**config.mk**
```make
export PLATFORM = sky130hd
export DESIGN_NAME = serdes_tx_framer
export DESIGN_NICKNAME = d
export VERILOG_FILES = /design/src/rtl/serdes_tx_framer.sv
export SDC_FILE = /design/constraint.sdc
export NUM_CORES = 1
export LEC_CHECK = 0
export CORE_MARGIN = 2
export CORE_UTILIZATION = 25
export CTS_CLUSTER_SIZE = 25
export DETAILED_ROUTE_END_ITERATION = 7
export SETUP_SLACK_MARGIN = 0.1
export SKIP_LAST_GASP = 1
export SLEW_MARGIN = 20
export SYNTH_ARGS = -nofsm -noshare
export SYNTH_HDL_FRONTEND = slang
export SYNTH_SLANG_ARGS = --single-unit
```
**constraint.sdc**
```tcl
create_clock -name clk -period 9 [get_ports clk]
set_input_delay 1.35 -clock clk [delete_from_list [all_inputs] [get_ports clk]]
set_output_delay 1.35 -clock clk [all_outputs]
set_load 0.1 [all_outputs]
```
**src/rtl/serdes_tx_framer.sv**
```systemverilog
// serdes_tx_framer: pulls bytes from the TX FIFO, frames them into packets that
// each start with a K28.5 comma, 8b/10b encodes each symbol with running
// disparity, and shifts every 10-bit code out LSB-first, one bit per clock.
// A comma is also sent whenever the FIFO is empty at the read decision point.
module serdes_tx_framer #(
    parameter int NUM_BYTES_PER_PACKET = 8
) (
    input  logic       clk,
    input  logic       rst,
    input  logic       fifo_empty,
    output logic       fifo_rd_en,
    input  logic [7:0] din,
    output logic       strobout,
    output logic       sym_start,
    output logic       is_comma,
    output logic       rd_out
);

    localparam int SLOT_W = (NUM_BYTES_PER_PACKET > 2) ? $clog2(NUM_BYTES_PER_PACKET) : 1;

    // Codes are written abcdei_fghj with bit a as the MSB.
    localparam logic [9:0] K28_5_RDM = 10'b001111_1010;
    localparam logic [9:0] K28_5_RDP = 10'b110000_0101;
    // K28.5 RD- bit-reversed so that bit a sits in shreg[0].
    localparam logic [9:0] SHREG_RST = 10'b0101111100;

    // 5b/6b codes for the RD- column; the RD+ column is the complement
    // wherever the code is unbalanced, and for D.7.
    localparam logic [5:0] D6_RDM [32] = '{
        6'b100111, 6'b011101, 6'b101101, 6'b110001,
        6'b110101, 6'b101001, 6'b011001, 6'b111000,
        6'b111001, 6'b100101, 6'b010101, 6'b110100,
        6'b001101, 6'b101100, 6'b011100, 6'b010111,
        6'b011011, 6'b100011, 6'b010011, 6'b110010,
        6'b001011, 6'b101010, 6'b011010, 6'b111010,
        6'b110011, 6'b100110, 6'b010110, 6'b110110,
        6'b001110, 6'b101110, 6'b011110, 6'b101011
    };

    // 3b/4b codes for the RD- column (y=7 entry is the primary P7 code);
    // RD+ is the complement when unbalanced, and for D.x.3.
    localparam logic [3:0] D4_RDM [8] = '{
        4'b1011, 4'b1001, 4'b0101, 4'b1100,
        4'b1101, 4'b1010, 4'b0110, 4'b1110
    };

    logic [3:0]        bit_cnt;
    logic [SLOT_W-1:0] slot;
    logic [SLOT_W-1:0] slot_nxt;
    logic [9:0]        shreg;
    logic              rd_pending;

    logic [4:0] x;
    logic [2:0] y;
    logic [5:0] d6, c6;
    logic [3:0] d4, c4;
    logic       unbal6, unbal4, rd6, rd4, use_a7;
    logic [9:0] load_code;
    logic       load_rd;

    function automatic logic [9:0] rev10(input logic [9:0] v);
        logic [9:0] r;
        for (int i = 0; i < 10; i++) r[i] = v[9-i];
        return r;
    endfunction

    assign x        = din[4:0];
    assign y        = din[7:5];
    assign slot_nxt = slot + SLOT_W'(1);

    // Read decision: only at bit 8, only for a data slot, only if bytes are waiting.
    assign fifo_rd_en = (bit_cnt == 4'd8) && (slot_nxt != '0) && !fifo_empty;
    assign sym_start  = (bit_cnt == 4'd0);
    assign strobout   = shreg[0];

    // Encode the next symbol: data byte if one was read, otherwise K28.5.
    always_comb begin
        d6     = D6_RDM[x];
        unbal6 = ($countones(d6) != 3);
        c6     = (rd_out && (unbal6 || x == 5'd7)) ? ~d6 : d6;
        rd6    = rd_out ^ unbal6;
        // A7 avoids a run of five identical bits across the 6b/4b boundary.
        use_a7 = (y == 3'd7) &&
                 (rd6 ? (x == 5'd11 || x == 5'd13 || x == 5'd14)
                      : (x == 5'd17 || x == 5'd18 || x == 5'd20));
        d4     = use_a7 ? 4'b0111 : D4_RDM[y];
        unbal4 = ($countones(d4) != 2);
        c4     = (rd6 && (unbal4 || y == 3'd3)) ? ~d4 : d4;
        rd4    = rd6 ^ unbal4;
        if (rd_pending) begin
            load_code = {c6, c4};
            load_rd   = rd4;
        end else begin
            load_code = rd_out ? K28_5_RDP : K28_5_RDM;
            load_rd   = ~rd_out;
        end
    end

    // Bit counter, serializer, symbol load and packet slot tracking.
    always_ff @(posedge clk or posedge rst) begin
        if (rst) begin
            bit_cnt    <= 4'd0;
            slot       <= '0;
            shreg      <= SHREG_RST;
            rd_out     <= 1'b1;
            is_comma   <= 1'b1;
            rd_pending <= 1'b0;
        end else begin
            rd_pending <= fifo_rd_en;
            if (bit_cnt == 4'd9) begin
                bit_cnt  <= 4'd0;
                shreg    <= rev10(load_code);
                rd_out   <= load_rd;
                is_comma <= !rd_pending;
                // Filler and scheduled commas both restart the packet.
                slot     <= rd_pending ? slot_nxt : '0;
            end else begin
                bit_cnt <= bit_cnt + 4'd1;
                shreg   <= {1'b0, shreg[9:1]};
            end
        end
    end

endmodule
```
* Word-level counts from Yosys, hierarchy flattened *
Memories as Yosys holds them, arrays and structs flattened.
Index checks and enable logic that the tools add are counted.

operators by class
  add/sub/neg operators = 10
  $lt $le $gt $ge = 2
  equal/unequal tests = 13
  muxes and demuxes = 14
  bitwise logic cells = 7
  reduce and logical (&&, ||, !) cells = 15

operators with widths
  kind                                                   number
  two-way mux 10 bit                                     3
  two-way mux 4 bit                                      5
  two-way mux 6 bit                                      3
  == test 5 x 4 -> 1 bit, second input constant          3
  == test 5 bit, second input constant                   3
  adder 1 x 1 -> 2 bit                                   5
  == test 4 bit, second input constant                   2
  adder 2 x 2 -> 3 bit                                   2
  >= comparator 6 bit, second input constant             1
  logical OR 1 bit                                       6
  inverter 5 -> 6 bit                                    1
  inverter 6 bit                                         1
  == test 5 x 3 -> 1 bit, second input constant          1
  logical AND 1 bit                                      5
  adder 3 x 2 -> 4 bit                                   1
  adder 4 x 1 -> 4 bit, second input constant            1
  >= comparator 4 bit, second input constant             1
  zero test 4 bit                                        1
  inequality test 4 x 2 -> 1 bit, second input constant  1
  inverter 3 -> 4 bit                                    1
  inverter 4 bit                                         1
  adder 3 x 1 -> 3 bit, second input constant            1
  == test 3 x 2 -> 1 bit, second input constant          1
  == test 3 bit, second input constant                   1
  7 further kinds                                        10

storage, ports and cells
  bits in registers = 20
  bits in read-only memories = 224
  input port bits = 11
  output and inout port bits = 5
  logic and storage cells = 69
  memories kept = 2

memory list
  memory            depth  width  rd ports  clocked after memory_dff  wr ports  line  source
  (name not given)  32     6      1         0                         0         78    d6 = D6_RDM[x];
  (name not given)  8      4      1         0                         0         86    d4 = use_a7 ? 4'b0111 : D4_RDM[y];

* Depth between registers and ports, before layout *
  word-level depth = 20
  gate-level depth with buffers = 25
  gate-level depth less buffers = 25

* Worst setup path after synthesis *
No wires, ideal clock.

  path kind = input to register
  from = input din[0]
  to = register shreg[6]
  library setup time = 0.088 ns
  arrival time = 6.957 ns
  data required time = 8.912 ns
  setup slack = 1.955 ns
  cell stages on the path = 25
  buffers on the path = 0
  path through = inv_1 > ha_1 > nor2b_1 > a21o_1 > mux4_2 > fa_1 > inv_1 > fa_1 > inv_1 > ha_1 > inv_1 > fa_1 > nand3b_4 > xor2_2 > mux2i_1 > nand2_1 > fa_1 > inv_1 > ha_1 > ha_1 > nor3b_1 > o21a_1 > nor3_1 > a21boi_0 > or3_1

on the way
  cells in the longest elaborated chain, start to end = 20
  elaborated cells between the ends (all ways) = 34
  classes of those cells = 8 x add/sub; 8 x eq/ne; 7 x mux; 3 x bitwise; 7 x reduce/logical; 1 x memory

ends and longest elaborated chain
  item                                                  line  source
  start, declared                                       12    input logic [7:0] din,
  inverter 5 -> 6 bit (not written as such)             78
  memory read (32 x 6 bit)                              --
  two-way mux 6 bit (not written as such) (2 in a row)  78
  adder 1 x 1 -> 2 bit (not written as such)            79    unbal6 = ($countones(d6) != 3);
  adder 2 x 2 -> 3 bit (not written as such)            79
  adder 3 x 2 -> 4 bit (not written as such)            79
  inequality test 4 x 2 -> 1 bit                        79
  bitwise XOR 1 bit                                     81    rd6 = rd_out ^ unbal6;
  [3 not listed]                                        --
  adder 1 x 1 -> 2 bit (not written as such)            87    unbal4 = ($countones(d4) != 2);
  adder 2 x 2 -> 3 bit (not written as such)            87
  inequality test 3 x 2 -> 1 bit                        87
  logical OR 1 bit                                      88    c4 = (rd6 && (unbal4 || y == 3'd3)) ? ~d4 : d4;
  logical AND 1 bit                                     88
  two-way mux 4 bit (*)                                 88
  two-way mux 10 bit (*)                                90    if (rd_pending) begin
  two-way mux 10 bit (*)                                110   if (bit_cnt == 4'd9) begin
  end signal, assigned                                  112   shreg <= rev10(load_code);
  end signal, assigned                                  119   shreg <= {1'b0, shreg[9:1]};
  end, declared                                         50    logic [9:0] shreg;

Mark *: on every way between the ends. The rest lies on a longest branch, timed or not. The select of a mux whose other input is x is not followed.
A chain may end at the register's enable or synchronous reset.

* Final worst setup path *
  from = input din[1]
  to = register shreg[6]

Same word-level chain as after synthesis.

==> summary by stage <==
Die
The count of standard-cell rows is 31. The core region is 7210 um^2. The chip height is ~90 um. The width of the chip is 90.3 um.

The full die area is 8150 um^2. 16 I/O pins were placed. Once the floorplan was initialized, standard cells occupied 25.8% of the core.

Power and ir drop
The static leakage power is about 0.90 nW. In this run switching power makes up a little over two fifths of total power. The combinational power share is 56.2%.

VDD sags by at most approximately 0.000047 V. Of the total power, registers draw around 30%. The part of the total power dissipated in the clock network is 14.5%. The internal portion of the total power is 0.223 mW. Summed over all nets, the switching power comes to ~0.17 mW. Power spread over the standard cell area amounts to 186 nW/um^2.

Placed design
The post-placement setup slack is just over 0.8 ns. During placement, the flow inserted port buffers numbering 15. The routability-driven placement congestion ratio is 0.812. The final HPWL from detailed placement is 2710 um.

Logic synthesis
The cell count after synthesis came out at 209. The number of flip-flops and latches in the synthesized netlist is 20. In the synthesized netlist the async set-or-reset flop fraction comes to 100%. Counting flops with a built-in enable in the synthesized netlist gives 0. The prevailing post-synth register cell is sky130_fd_sc_hd__dfrtp_1.

The mapped cell area is around 1900 um^2. The count of different cell masters after synthesis is between 50 and 60. The synthesis warning total is 0. The share of synthesized area occupied by flip-flops and latches is between 20% and 30%. The total nets after synthesis is 237.

The library cell with the largest summed area after synthesis is sky130_fd_sc_hd__dfrtp_1. The synthesized area divided by synthesized cell count is 8.91 um^2. The share of Yosys cell area claimed by the top area cell type is between 15 and 20%. In the post-synthesis netlist, the biggest area contributors are sky130_fd_sc_hd__dfrtp_1 (16%), sky130_fd_sc_hd__dfstp_2 (11%), sky130_fd_sc_hd__ha_1 (8.7%), sky130_fd_sc_hd__nand2_1 (5.0%), sky130_fd_sc_hd__fa_1 (4.3%).

Cells and area
From synthesis to final layout, the design area changed by 12.6%. Leaving out fill and tap cells, the most frequent cells in the layout are sky130_fd_sc_hd__nand2_1 (25), sky130_fd_sc_hd__clkdlybuf4s50_1 (15), sky130_fd_sc_hd__o21ai_0 (14), sky130_fd_sc_hd__ha_1 (13). The library cell used most frequently in the layout, excluding fill and tap cells, is sky130_fd_sc_hd__nand2_1. Registers take 510 um^2. In the final layout, the multi-input gates occupy 1220 um^2. The diode insertion count for antenna repair is 0. In the final layout, the share of cells above drive strength 1 is 10.2%. The post-layout net count is 245. The fill cell total of the finished layout is roughly 810.

Clock tree
CTS built an H-tree with a depth of 1. At the later pin of the worst-skew pair, clock insertion delay measures 0.25 ns. The CTS tree is done. The number of setup buffers added after CTS is 0. The maximum buffer depth of the clock tree is 2. The tree built by TritonCTS fans out to 20 sinks. TritonCTS created 3 clock buffers. Buffers inserted to repair hold after CTS numbered 0. Clock-pin slew was measured on the worst setup and hold paths at 0.07 ns.

The total of cells resized after clock tree synthesis is 0. The clock tree root driver cell is sky130_fd_sc_hd__clkbuf_8.

GRT
For this run the aggregate overflow at the end of global routing stands at 0. The largest net degree at the start of global routing is 21. For this run, the total global-route usage over all layers was measured as under 10%. The via count of the first global-routing pass is 1400.

The first global-routing pass estimated 6440 um of wire. The initial antenna violation count is 0.

STA
The clock period could shrink to approximately 8 ns. The worst-case clock skew is 0.00292 ns. Setup repair after global routing left no endpoint under its margin. For the final routed database, the setup TNS stands at 0 ns. The headroom to the max-slew limit is 35.6%. The number of max-slew violations in the final report was 0. After layout, the worst path uses between 80% and 90% of the clock period. Timing would allow up to 127 MHz. The transition time of the tightest slew-check pin is 0.963 ns. The final count of hold timing violations is 0. The number of failing setup endpoints in the final timing report is 0. The worst setup margin is around 1.1 ns.

Setup path
The cell with the biggest individual delay on the critical path is sky130_fd_sc_hd__clkdlybuf4s50_1. The required time of the worst setup path is 9.18 ns. The largest driver fanout on the critical path is 7. The kind of end point of the critical path is a flop.

STA puts the critical path data arrival time at 8.04 ns. The peak per-stage delay on the critical path is 0.60 ns. The most frequent cell on the critical path is sky130_fd_sc_hd__inv_1. The critical path is of the primary input to flop type. STA classifies the critical path startpoint as a primary input.

Route
The post-detailed-route via-to-cell ratio is 4.54. The total number of vias is 1426. The first detailed-routing pass took 4 iterations. Wires add up to 3510 um. The per-cell routed wire length is 11.2 um. In this run, the number of DRC markers left after iteration 0 of detailed routing was 30.

The DRC violations left is 0. In this run the remaining antenna-violating nets after routing total 0.

Run
The number of violations of the max-capacitance limit is 0.

Min path
The min-delay analysis places its worst path in the category flop to flop.

Outcome
The flow ran to the end, and the final reports show no timing, DRC or antenna violations.
-- registers in the layout, indices dropped and copies added (netlist names) --
name	flops
shreg	10
bit_cnt	4
slot	3
is_comma	1
rd_out	1
rd_pending	1
-- power groups by stage --
stage                     Combinational, mW  Sequential, mW  Clock, mW
final                                 0.219           0.114     0.0567
after global routing                  0.243           0.115     0.0628
after CTS                             0.222           0.114     0.0592
after detailed placement              0.222           0.116          0
after global placement                0.218           0.116          0
after floorplan                       0.155           0.143          0
-- routing by layer --
layer | wire [um] | part of all wire, % | vias up | GRT usage [%]
li1 | - | - | 737 | -
met1 | 1780 | 51 | 662 | 12.8
met2 | 1590 | 45 | 23 | 15.2
met3 | 94 | 2.7 | 4 | 1.34
met4 | 40 | 1.1 | 0 | 2.69
met5 | 0 | 0 | - | 0
-- cells in the mapped netlist, types with 3 or more instances --
master and instances:
sky130_fd_sc_hd__a21boi_0 3, sky130_fd_sc_hd__a21o_1 3, sky130_fd_sc_hd__a21oi_1 9, sky130_fd_sc_hd__a22o_1 3
sky130_fd_sc_hd__buf_2 4, sky130_fd_sc_hd__buf_6 4, sky130_fd_sc_hd__clkbuf_1 3, sky130_fd_sc_hd__dfrtp_1 12
sky130_fd_sc_hd__dfstp_2 8, sky130_fd_sc_hd__fa_1 4, sky130_fd_sc_hd__ha_1 13, sky130_fd_sc_hd__inv_1 12
sky130_fd_sc_hd__mux2i_1 5, sky130_fd_sc_hd__nand2_1 25, sky130_fd_sc_hd__nand2b_1 6, sky130_fd_sc_hd__nand3_1 7
sky130_fd_sc_hd__nand3b_1 3, sky130_fd_sc_hd__nor2_1 10, sky130_fd_sc_hd__nor2b_1 8, sky130_fd_sc_hd__nor3_1 4
sky130_fd_sc_hd__nor3b_1 3, sky130_fd_sc_hd__nor4_1 6, sky130_fd_sc_hd__o21ai_0 14, sky130_fd_sc_hd__xnor2_1 6
sky130_fd_sc_hd__xor2_1 3
-- per-stage QoR --
| step | power [mW] | utilization [%] | area, um^2 | instances | hold slack, ns |
|---|---|---|---|---|---|
| global route | 0.421 | 29.0 | 2100 | 314 | 0.507 |
| floorplan | 0.298 | - | 1860 | 209 | 0.429 |
| CTS | 0.396 | 29.0 | 2100 | 314 | 0.479 |
| finish | 0.390 | 29.0 | 2100 | 314 | 0.477 |
| detailed placement | 0.337 | 28.5 | 2050 | 311 | 0.462 |
| global placement | 0.334 | 28.5 | 2050 | 311 | 0.445 |
-- layout make-up --
type,instances,area share (%)
flip-flops and latches,20,24.4
inverters,12,2.15
clock buffers,3,1.97
well taps,99,5.91
repair buffers,16,7.52
multi-input cells,164,58.1
-- final timing paths --
check	start	to	slack [ns]	depth (start not counted)
worst max register to register	rd_out	shreg[6]	5.43	12
worst max-delay path	din[1]	shreg[6]	1.13	26
min in group asynchronous	rst	bit_cnt[3]	1.52	2
worst min-delay path	shreg[5]	shreg[4]	0.48	2
max in group asynchronous	rst	shreg[7]	7.01	2
worst min register to register	shreg[5]	shreg[4]	0.48	2
-- critical path, delay by kind of cell --
kind | cells | cell delay [ns]
and+or+nand+nor | 6 | 1.25
xor gates and xnor gates | 1 | 0.28
muxes | 2 | 0.85
adders and majority gates | 8 | 2.88
AOI/OAI and AO/OA | 3 | 0.51
buffers and inverters | 6 | 0.93
-- cells by family after synthesis --
logic type / synth area share [%]
multiplexers: 6.32
XOR/XNOR: 5.11
buffers and inverters: 7.19
flip-flops: 27.4
AO/OA/AOI/OAI: 17.2
adder cells (fa/ha/maj): 13.0
AND/OR/NAND/NOR: 23.7
Power figures use the tool's default switching activity.
